===== src/rtl/serial_pattern_gen_if.sv =====
// Handshake and serial-output bundle for serial_pattern_gen.
// The master side drives start/pattern/repeat_en; the slave side is the generator.
interface serial_pattern_gen_if #(
    parameter int PATTERN_W = 8
);
    logic                 start;
    logic [PATTERN_W-1:0] pattern;
    logic                 repeat_en;
    logic                 x_out;
    logic                 bit_tick;
    logic                 busy;
    logic                 done;

    modport master (
        output start, pattern, repeat_en,
        input  x_out, bit_tick, busy, done
    );

    modport slave (
        input  start, pattern, repeat_en,
        output x_out, bit_tick, busy, done
    );
endinterface


===== src/rtl/serial_pattern_gen.sv =====
// Serial MSB-first pattern transmitter with idle-high gap and optional repeat.
// Define SEQGEN_SEG_EN to add the registered active-low 7-segment mirror of x_out.
module serial_pattern_gen #(
    parameter int PATTERN_W = 8,
    parameter int DIV       = 20000000,
    parameter int GAP_TICKS = 2
) (
    input  logic clk,
    input  logic rst,
`ifdef SEQGEN_SEG_EN
    output logic a,
    output logic b,
    output logic c,
    output logic d,
    output logic e,
    output logic f,
    output logic g,
`endif
    serial_pattern_gen_if.slave bus
);
    localparam int CW   = $clog2(DIV + 1);
    localparam int IMAX = (PATTERN_W > GAP_TICKS) ? PATTERN_W : GAP_TICKS;
    localparam int IW   = (IMAX > 1) ? $clog2(IMAX) : 1;

    localparam logic [CW-1:0] CNT_LAST = CW'(DIV - 1);
    localparam logic [IW-1:0] BIT_LAST = IW'(PATTERN_W - 1);
    localparam logic [IW-1:0] GAP_LAST =
        (GAP_TICKS > 0) ? IW'(GAP_TICKS - 1) : '0;

    typedef enum logic [1:0] {
        S_IDLE,
        S_SHIFT,
        S_GAP
    } state_t;

    state_t               state, state_n;
    logic [CW-1:0]        cnt, cnt_n;
    logic [IW-1:0]        idx, idx_n;
    logic [PATTERN_W-1:0] shreg, shreg_n;
    logic [PATTERN_W-1:0] pat_q, pat_n;
    logic [PATTERN_W-1:0] shifted;
    logic                 x_q, x_n;
    logic                 tick_q, tick_n;
    logic                 done_q, done_n;
    logic                 eof;

    always_ff @(posedge clk or posedge rst) begin
        if (rst) begin
            state  <= S_IDLE;
            cnt    <= '0;
            idx    <= '0;
            shreg  <= '0;
            pat_q  <= '0;
            x_q    <= 1'b1;
            tick_q <= 1'b0;
            done_q <= 1'b0;
        end else begin
            state  <= state_n;
            cnt    <= cnt_n;
            idx    <= idx_n;
            shreg  <= shreg_n;
            pat_q  <= pat_n;
            x_q    <= x_n;
            tick_q <= tick_n;
            done_q <= done_n;
        end
    end

    always_comb begin
        state_n = state;
        cnt_n   = cnt;
        idx_n   = idx;
        shreg_n = shreg;
        pat_n   = pat_q;
        x_n     = x_q;
        tick_n  = 1'b0;
        done_n  = 1'b0;
        eof     = 1'b0;
        shifted = shreg << 1;

        unique case (state)
            S_IDLE: begin
                x_n = 1'b1;
                if (bus.start) begin
                    state_n = S_SHIFT;
                    pat_n   = bus.pattern;
                    shreg_n = bus.pattern;
                    x_n     = bus.pattern[PATTERN_W-1];
                    tick_n  = 1'b1;
                    cnt_n   = '0;
                    idx_n   = '0;
                end
            end
            S_SHIFT: begin
                if (cnt == CNT_LAST) begin
                    cnt_n = '0;
                    if (idx != BIT_LAST) begin
                        idx_n   = idx + IW'(1);
                        shreg_n = shifted;
                        x_n     = shifted[PATTERN_W-1];
                        tick_n  = 1'b1;
                    end else if (GAP_TICKS > 0) begin
                        state_n = S_GAP;
                        idx_n   = '0;
                        x_n     = 1'b1;
                        tick_n  = 1'b1;
                    end else begin
                        eof = 1'b1;
                    end
                end else begin
                    cnt_n = cnt + CW'(1);
                end
            end
            S_GAP: begin
                if (cnt == CNT_LAST) begin
                    cnt_n = '0;
                    if (idx == GAP_LAST) eof = 1'b1;
                    else idx_n = idx + IW'(1);
                end else begin
                    cnt_n = cnt + CW'(1);
                end
            end
            default: state_n = S_IDLE;
        endcase

        // Repeats reload from the latched copy, never from the live port
        if (eof) begin
            idx_n = '0;
            if (bus.repeat_en) begin
                state_n = S_SHIFT;
                shreg_n = pat_q;
                x_n     = pat_q[PATTERN_W-1];
                tick_n  = 1'b1;
            end else begin
                state_n = S_IDLE;
                x_n     = 1'b1;
                done_n  = 1'b1;
            end
        end
    end

    assign bus.x_out    = x_q;
    assign bus.bit_tick = tick_q;
    assign bus.busy     = (state != S_IDLE);
    assign bus.done     = done_q;

`ifdef SEQGEN_SEG_EN
    logic [6:0] seg_q;

    always_ff @(posedge clk or posedge rst) begin
        if (rst) seg_q <= 7'b1001111;
        else     seg_q <= x_n ? 7'b1001111 : 7'b0000001;
    end

    assign {a, b, c, d, e, f, g} = seg_q;
`endif
endmodule


===== src/flat_wrapper.sv =====
// flat-port wrapper written by rule: the top's interface ports become plain ports
module serial_pattern_gen_flat 
#(
    parameter int PATTERN_W = 8,
    parameter int DIV       = 20000000,
    parameter int GAP_TICKS = 2
)
  (clk, rst, bus_start, bus_pattern, bus_repeat_en, bus_x_out, bus_bit_tick, bus_busy, bus_done);
  serial_pattern_gen_if #(.PATTERN_W(PATTERN_W)) bus_i ();
  input  logic clk;
  input  logic rst;
  input wire logic [$bits(bus_i.start)-1:0] bus_start;
  input wire logic [$bits(bus_i.pattern)-1:0] bus_pattern;
  input wire logic [$bits(bus_i.repeat_en)-1:0] bus_repeat_en;
  output wire logic [$bits(bus_i.x_out)-1:0] bus_x_out;
  output wire logic [$bits(bus_i.bit_tick)-1:0] bus_bit_tick;
  output wire logic [$bits(bus_i.busy)-1:0] bus_busy;
  output wire logic [$bits(bus_i.done)-1:0] bus_done;
  assign bus_i.start = bus_start;
  assign bus_i.pattern = bus_pattern;
  assign bus_i.repeat_en = bus_repeat_en;
  assign bus_x_out = bus_i.x_out;
  assign bus_bit_tick = bus_i.bit_tick;
  assign bus_busy = bus_i.busy;
  assign bus_done = bus_i.done;
  serial_pattern_gen #(.PATTERN_W(PATTERN_W), .DIV(DIV), .GAP_TICKS(GAP_TICKS)) u_core (.clk(clk), .rst(rst), .bus(bus_i));
endmodule

===== config.mk =====
export PLATFORM = sky130hd
export DESIGN_NAME = serial_pattern_gen_flat
export DESIGN_NICKNAME = d
export VERILOG_FILES = /design/src/rtl/serial_pattern_gen_if.sv /design/src/rtl/serial_pattern_gen.sv /design/src/flat_wrapper.sv
export SDC_FILE = /design/constraint.sdc
export NUM_CORES = 1
export LEC_CHECK = 0
export ABC_AREA = 1
export CAP_MARGIN = 10
export CORE_MARGIN = 8
export CORE_UTILIZATION = 30
export DETAILED_ROUTE_END_ITERATION = 8
export SYNTH_ARGS = -nofsm -noshare
export SYNTH_HDL_FRONTEND = slang
export SYNTH_SLANG_ARGS = --single-unit

===== constraint.sdc =====
create_clock -name clk -period 4.39 [get_ports clk]
set_clock_uncertainty 0.2 [all_clocks]
set_input_delay 0.439 -clock clk [delete_from_list [all_inputs] [get_ports clk]]
set_output_delay 0.439 -clock clk [all_outputs]
set_load 0.02 [all_outputs]

==> results of run 1 <==
-- state kept, by name, summed over array words and instances (netlist names) --
| register | count |
|---|---|
| u_core.idx | 3 |
| u_core.bus.x_out | 1 |
| u_core.shreg | 7 |
| u_core.bus.bit_tick | 1 |
| u_core.state | 2 |
| u_core.bus.done | 1 |
| u_core.cnt | 25 |
| u_core.pat_q | 8 |
-- cells in the final DEF (no fill, tap or decap), types with 2 or more instances in the layout --
master	instances
ha_1	8
clkbuf_8	6
nor2_2	2
o21ai_1	4
clkinvlp_4	2
nor2_4	3
or2_2	3
o21a_1	5
nor3_1	7
nand3_2	2
nor2_1	44
dfrtp_1	47
o21ai_0	24
inv_1	59
nand3_1	27
nand2_1	112
nand4_1	13
a21oi_1	9
o22ai_1	2
nand2_4	5
xor2_1	5
nand2_2	7
clkdlybuf4s50_1	15
inv_2	7
nor3b_1	3
o21ai_2	2
-- layer usage --
metal / part of all wire, % / GRT usage, % / vias to the layer above
li1: - / - / 1367
met1: 50 / 14.8 / 1234
met2: 46 / 17.6 / 43
met3: 3.3 / 1.76 / 5
met4: 1.2 / 3.24 / 0
met5: 0 / 0 / -
-- layout make-up --
| type | count | area [µm²] | area share [%] |
|---|---|---|---|
| clock buffers | 6 | 82.6 | 2.41 |
| clock inverters | 2 | 15.0 | 0.438 |
| inverters | 66 | 248 | 7.23 |
| multi-input cells | 300 | 1560 | 45.6 |
| flip-flops and latches | 48 | 1200 | 35.1 |
| well taps | 133 | 166 | 4.86 |
| repair buffers | 15 | 150 | 4.38 |
-- worst min-delay path by stage --
stage	slack, ns	start	cells after the start	end
floorplan	0.25	u_core.pat_q[7]	2	u_core.pat_q[7]
global placement	0.28	u_core.bus.x_out	2	u_core.bus.x_out
detailed placement	0.27	u_core.pat_q[0]	2	u_core.pat_q[0]
CTS	0.29	u_core.pat_q[0]	2	u_core.pat_q[0]
global route	0.32	u_core.pat_q[0]	2	u_core.pat_q[0]
finish	0.29	u_core.pat_q[7]	2	u_core.pat_q[7]
-- worst max-delay path, stage by stage (launching register included) --
cell     delay [ns]
dfrtp_1        0.41
inv_1          0.08
ha_1           0.34
inv_2          0.06
o21ai_2        0.50
inv_2          0.27
nor2_1         0.23
nand2_1        0.14
o21ai_1        0.14
nand2_1        0.06
nor2_1         0.08
-- through the flow --
stage	hold WS, ns	cell area, µm²
6_report	0.287	3420
5_1_grt	0.325	3420
4_1_cts	0.292	3420
3_5_place_dp	0.268	3330
3_3_place_gp	0.276	3330
2_1_floorplan	0.246	3040
-- logic make-up (layout without fill, tap and decap cells) --
kind of cell             after synthesis  in the layout
AO/OA/AOI/OAI                         53             53
buffers and inverters                 72             89
XOR/XNOR                               6              6
flip-flops                            48             48
AND/OR/NAND/NOR                      233            233
adder cells (fa/ha/maj)                8              8
-- where the power goes --
group | total [µW] | switching [µW] | internal (µW) | leakage (µW)
Combinational | 792 | 533 | 259 | 0.000951
Sequential | 646 | 84.9 | 561 | 0.000635
Clock | 288 | 160 | 128 | 0.0000434
Total | 1730 | 778 | 948 | 0.00163
==> impl_metrics.env, run 1 <==
export IMPL_status="complete, no violations"
export IMPL_yosysMostFrequentCell="nand2_1"
export IMPL_diodes=0
export IMPL_worstMarginPinSlew_ns=1.01
export IMPL_nets=456
export IMPL_cts_tree="built"
export IMPL_synth_top_family_by_area="simple AND/OR/NAND/NOR gates"
export IMPL_vias=2649
export IMPL_startpoint_type="register"
export IMPL_cp_max_fo=14
export IMPL_max_cap_violations=0
export IMPL_dp_cells=562
export IMPL_drive_above_1_share_pct=10.1
export IMPL_setup_viol=0
export IMPL_rsz0062_at_grt="no"
export IMPL_drt_first_iter_violations=178
export IMPL_cts_buffers=5
export IMPL_start_util_pct=31.0
export IMPL_fp_dieArea_um2=13600
export IMPL_worstPathRequired_ns=4.43
export IMPL_async_reset_ff_share_pct=100
export IMPL_drc=0
export IMPL_place_congestion=0.855
export IMPL_die_y_um=117
export IMPL_synth_seq_area_share_pct=39.5
export IMPL_power_density_nw_per_um2=504
export IMPL_grt_overflow=0
export IMPL_synth_mux_area_share_pct=0
export IMPL_area_growth_pct=12.6
export IMPL_synth_simple_area_share_pct=36.2
export IMPL_core_um2=9820
export IMPL_tns_ns=0
export IMPL_grt_max_degree=49
export IMPL_crit_type="reg2reg"
export IMPL_htree_levels=2
export IMPL_worst_slack_ns=1.80
export IMPL_hpwl_um=5220
export IMPL_syn_num_nets=440
export IMPL_r2r_cells=10
export IMPL_hold_violations=0
export IMPL_ctsResizeCount=0
export IMPL_min_period_ns=2.59
export IMPL_io_buffers=15
export IMPL_p_leak_uw=0.00163
export IMPL_grt_pass1_vias=2534
export IMPL_crit_start="u_core.state[0]"
export IMPL_rr_startpoint="u_core.state[0]"
export IMPL_firstDrtPassIters=5
export IMPL_slew_headroom_pct=32.8
export IMPL_yosysTopAreaCellShare_pct=38.7
export IMPL_holdBufCountCts=0
export IMPL_finalPower_uw=1730
export IMPL_synth_edf_count=0
export IMPL_antenna_found_initial=0
export IMPL_synth_cells=420
export IMPL_ant_nets=0
export IMPL_avgViaCountPerCell=4.65
export IMPL_syn_area_per_cell_um2=7.24
export IMPL_synth_top_cells_by_count="112 x nand2_1, 60 x inv_1, 47 x dfrtp_1"
export IMPL_finalCritPeriodShare_pct=59.1
export IMPL_cts_sinks=48
export IMPL_grtUsageTotal_pct=10.9
export IMPL_fmax_ghz=0.385
export IMPL_syn_area_um2=3040
export IMPL_ys_flop_type="dfrtp_1"
export IMPL_path_clk_slew_ns=0.10
export IMPL_synth_compound_gate_area_share_pct=10.1
export IMPL_slew_violations=0
export IMPL_wl_per_cell_um=12.3
export IMPL_grt_pass1_wl_um=12000
export IMPL_drt_wl_total_um=6990
export IMPL_vdd_ir_drop_worst_mv=0.142
export IMPL_fill_cells=1061
export IMPL_dp_slack_ns=1.77
export IMPL_arrival_ns=2.63
export IMPL_ys_warn_count=0
export IMPL_min_path_type="reg2reg"
export IMPL_ys_types=40
export IMPL_reg2reg_slack_ns=1.80
export IMPL_synth_area_leaders="dfrtp_1 39%, nand2_1 14%, inv_1 7.4%, nor2_1 5.4%, nand3_1 4.4%"
export IMPL_rr_endpoint="u_core.cnt[15]"
export IMPL_crit_end="u_core.cnt[15]"
export IMPL_synthAdderAreaFrac_pct=3.29
export IMPL_yosysTopAreaCell="dfrtp_1"
export IMPL_clock_path_buffers=2
export IMPL_post_cts_buffers=0
export IMPL_fin_cells=570
export IMPL_synth_seq_cells=48
export IMPL_utilization_pct=34.9
export IMPL_cts_root_buffer_cell="clkbuf_8"
export IMPL_synthXorXnorAreaFrac_pct=1.73
export IMPL_io_pins=16
export IMPL_rows=36
export IMPL_die_x_um=117
export IMPL_clock_latency_ns=0.30
export IMPL_critPathCaptureType="register"
(Power assumes the default switching activity.)
==> inputs of run 2 (changes only) <==
Clock period 4.39 ns to 2.6 ns, I/O delays scaled along.
==> impl_metrics.env, run 2 (same netlist as run 1, synthesis figures left out) <==
export IMPL_slew_violations=0
export IMPL_core_um2=9820
export IMPL_worstMarginPinSlew_ns=0.460
export IMPL_dp_slack_ns=0.498
export IMPL_final_area_um2=3480
export IMPL_critPathCaptureType="output pin"
export IMPL_met1_usage_pct=15.2
export IMPL_antenna_found_initial=0
export IMPL_max_flop_register="u_core.cnt"
export IMPL_drt_wl_total_um=7000
export IMPL_finalCritPeriodShare_pct=87.8
export IMPL_p_leak_uw=0.00166
export IMPL_p_comb_share_pct=45.3
export IMPL_diodes=0
export IMPL_layout_common_cells="112 x nand2_1, 59 x inv_1, 47 x dfrtp_1"
export IMPL_grt_max_degree=30
export IMPL_grt_pass1_wl_um=12200
export IMPL_firstDrtPassIters=4
export IMPL_grtUsageTotal_pct=11.2
export IMPL_io_pins=16
export IMPL_drc=0
export IMPL_wl_per_cell_um=12.2
export IMPL_status="complete, no violations"
export IMPL_startpoint_type="register"
export IMPL_rsz0062_at_grt="no"
export IMPL_cp_max_fo=4
export IMPL_cts_buffers=5
export IMPL_fill_cells=1056
export IMPL_busiest_layer="met2"
export IMPL_cts_tree="built"
export IMPL_holdBufCountCts=0
export IMPL_p_int_uw=1700
export IMPL_switching_share_pct=43.7
export IMPL_die_y_um=117
export IMPL_setup_viol=0
export IMPL_grt_overflow=0
export IMPL_min_path_type="in2async"
export IMPL_min_period_ns=2.28
export IMPL_use_met3_pct=2.43
export IMPL_p_clk_share_pct=18.6
export IMPL_nets=460
export IMPL_worstPathRequired_ns=2.14
export IMPL_largest_reg_flops=25
export IMPL_power_density_nw_per_um2=867
export IMPL_die_x_um=117
export IMPL_vias=2638
export IMPL_io_buffers=15
export IMPL_clock_path_buffers=2
export IMPL_clock_latency_ns=0.31
export IMPL_place_area_um2=3370
export IMPL_fmax_ghz=0.438
export IMPL_final_common_cell="nand2_1"
export IMPL_drive_above_1_share_pct=10.7
export IMPL_slew_headroom_pct=69.3
export IMPL_place_congestion=0.855
export IMPL_biggestRegsByFlops="u_core.cnt x25, u_core.pat_q x8, u_core.shreg x7"
export IMPL_drt_first_iter_violations=203
export IMPL_met2_usage_pct=17.1
export IMPL_path_clk_slew_ns=0.10
export IMPL_rows=36
export IMPL_fp_dieArea_um2=13600
export IMPL_ant_nets=0
export IMPL_ctsResizeCount=0
export IMPL_worst_hold_slack_ns=0.0658
export IMPL_hold_violations=0
export IMPL_avgViaCountPerCell=4.60
export IMPL_p_switching_uw=1320
export IMPL_grt_pass1_vias=2549
export IMPL_arrival_ns=1.82
export IMPL_max_cap_violations=0
export IMPL_hpwl_um=5400
export IMPL_seqPwrFrac_pct=36.1
export IMPL_htree_levels=2
export IMPL_cts_sinks=48
export IMPL_crit_type="reg2out"
export IMPL_vdd_ir_drop_worst_mv=0.285
export IMPL_post_cts_buffers=0
export IMPL_start_util_pct=31.0
export IMPL_utilization_pct=35.4
export IMPL_worst_slack_ns=0.317
export IMPL_area_growth_pct=14.4
export IMPL_cts_root_buffer_cell="clkbuf_8"
export IMPL_tns_ns=0
-- run 2: worst paths after layout --
check | from | end | slack [ns] | cells after the start
setup reg to reg | u_core.state[1] | u_core.shreg[2] | 0.47 | 11
min in group clk | u_core.bus.x_out | u_core.bus.x_out | 0.29 | 2
setup / recovery | u_core.state[0] | bus_busy | 0.32 | 4
max in group asynchronous | rst | u_core.bus.x_out | 1.56 | 3
hold reg to reg | u_core.bus.x_out | u_core.bus.x_out | 0.29 | 2
hold / removal | rst | u_core.bus.done | 0.07 | 2
-- run 2: area by class of cell --
| type | instances | area, µm² | share of cell area [%] |
|---|---|---|---|
| clock buffer | 6 | 72.6 | 2.09 |
| clock inverter | 2 | 35.0 | 1.01 |
| inverter | 66 | 248 | 7.12 |
| multi-input combinational | 300 | 1560 | 44.9 |
| sequential | 48 | 1200 | 34.6 |
| tap | 133 | 166 | 4.79 |
| timing repair buffer | 19 | 193 | 5.54 |
-- run 2: stage by stage --
| stage | instances | total power [µW] |
|---|---|---|
| 3_3_place_gp | 566 | 2450 |
| 4_1_cts | 574 | 3040 |
| 5_1_grt | 574 | 3290 |
| 3_5_place_dp | 566 | 2470 |
| 6_report | 574 | 3020 |
| 2_1_floorplan | 420 | 2100 |
-- run 2: power groups by stage --
stage	clock network, µW	logic, µW	registers (µW)
after floorplan	0	1020	1080
after global placement	0	1350	1100
after detailed placement	0	1370	1100
after CTS	570	1380	1090
after global routing	611	1560	1120
final	559	1370	1090
-- run 2: critical path, stage by stage (launching register included) --
cell	delay (ns)
dfrtp_1	0.43
inv_1	0.08
ha_1	0.27
inv_1	0.12
clkdlybuf4s50_1	0.62
-- run 2: per-layer routing --
| metal | vias to the layer above | wire length (µm) |
|---|---|---|
| met1 | 1213 | 3460 |
| li1 | 1376 | - |
| met4 | 0 | 114 |
| met3 | 7 | 273 |
| met2 | 42 | 3160 |
| met5 | - | 0 |
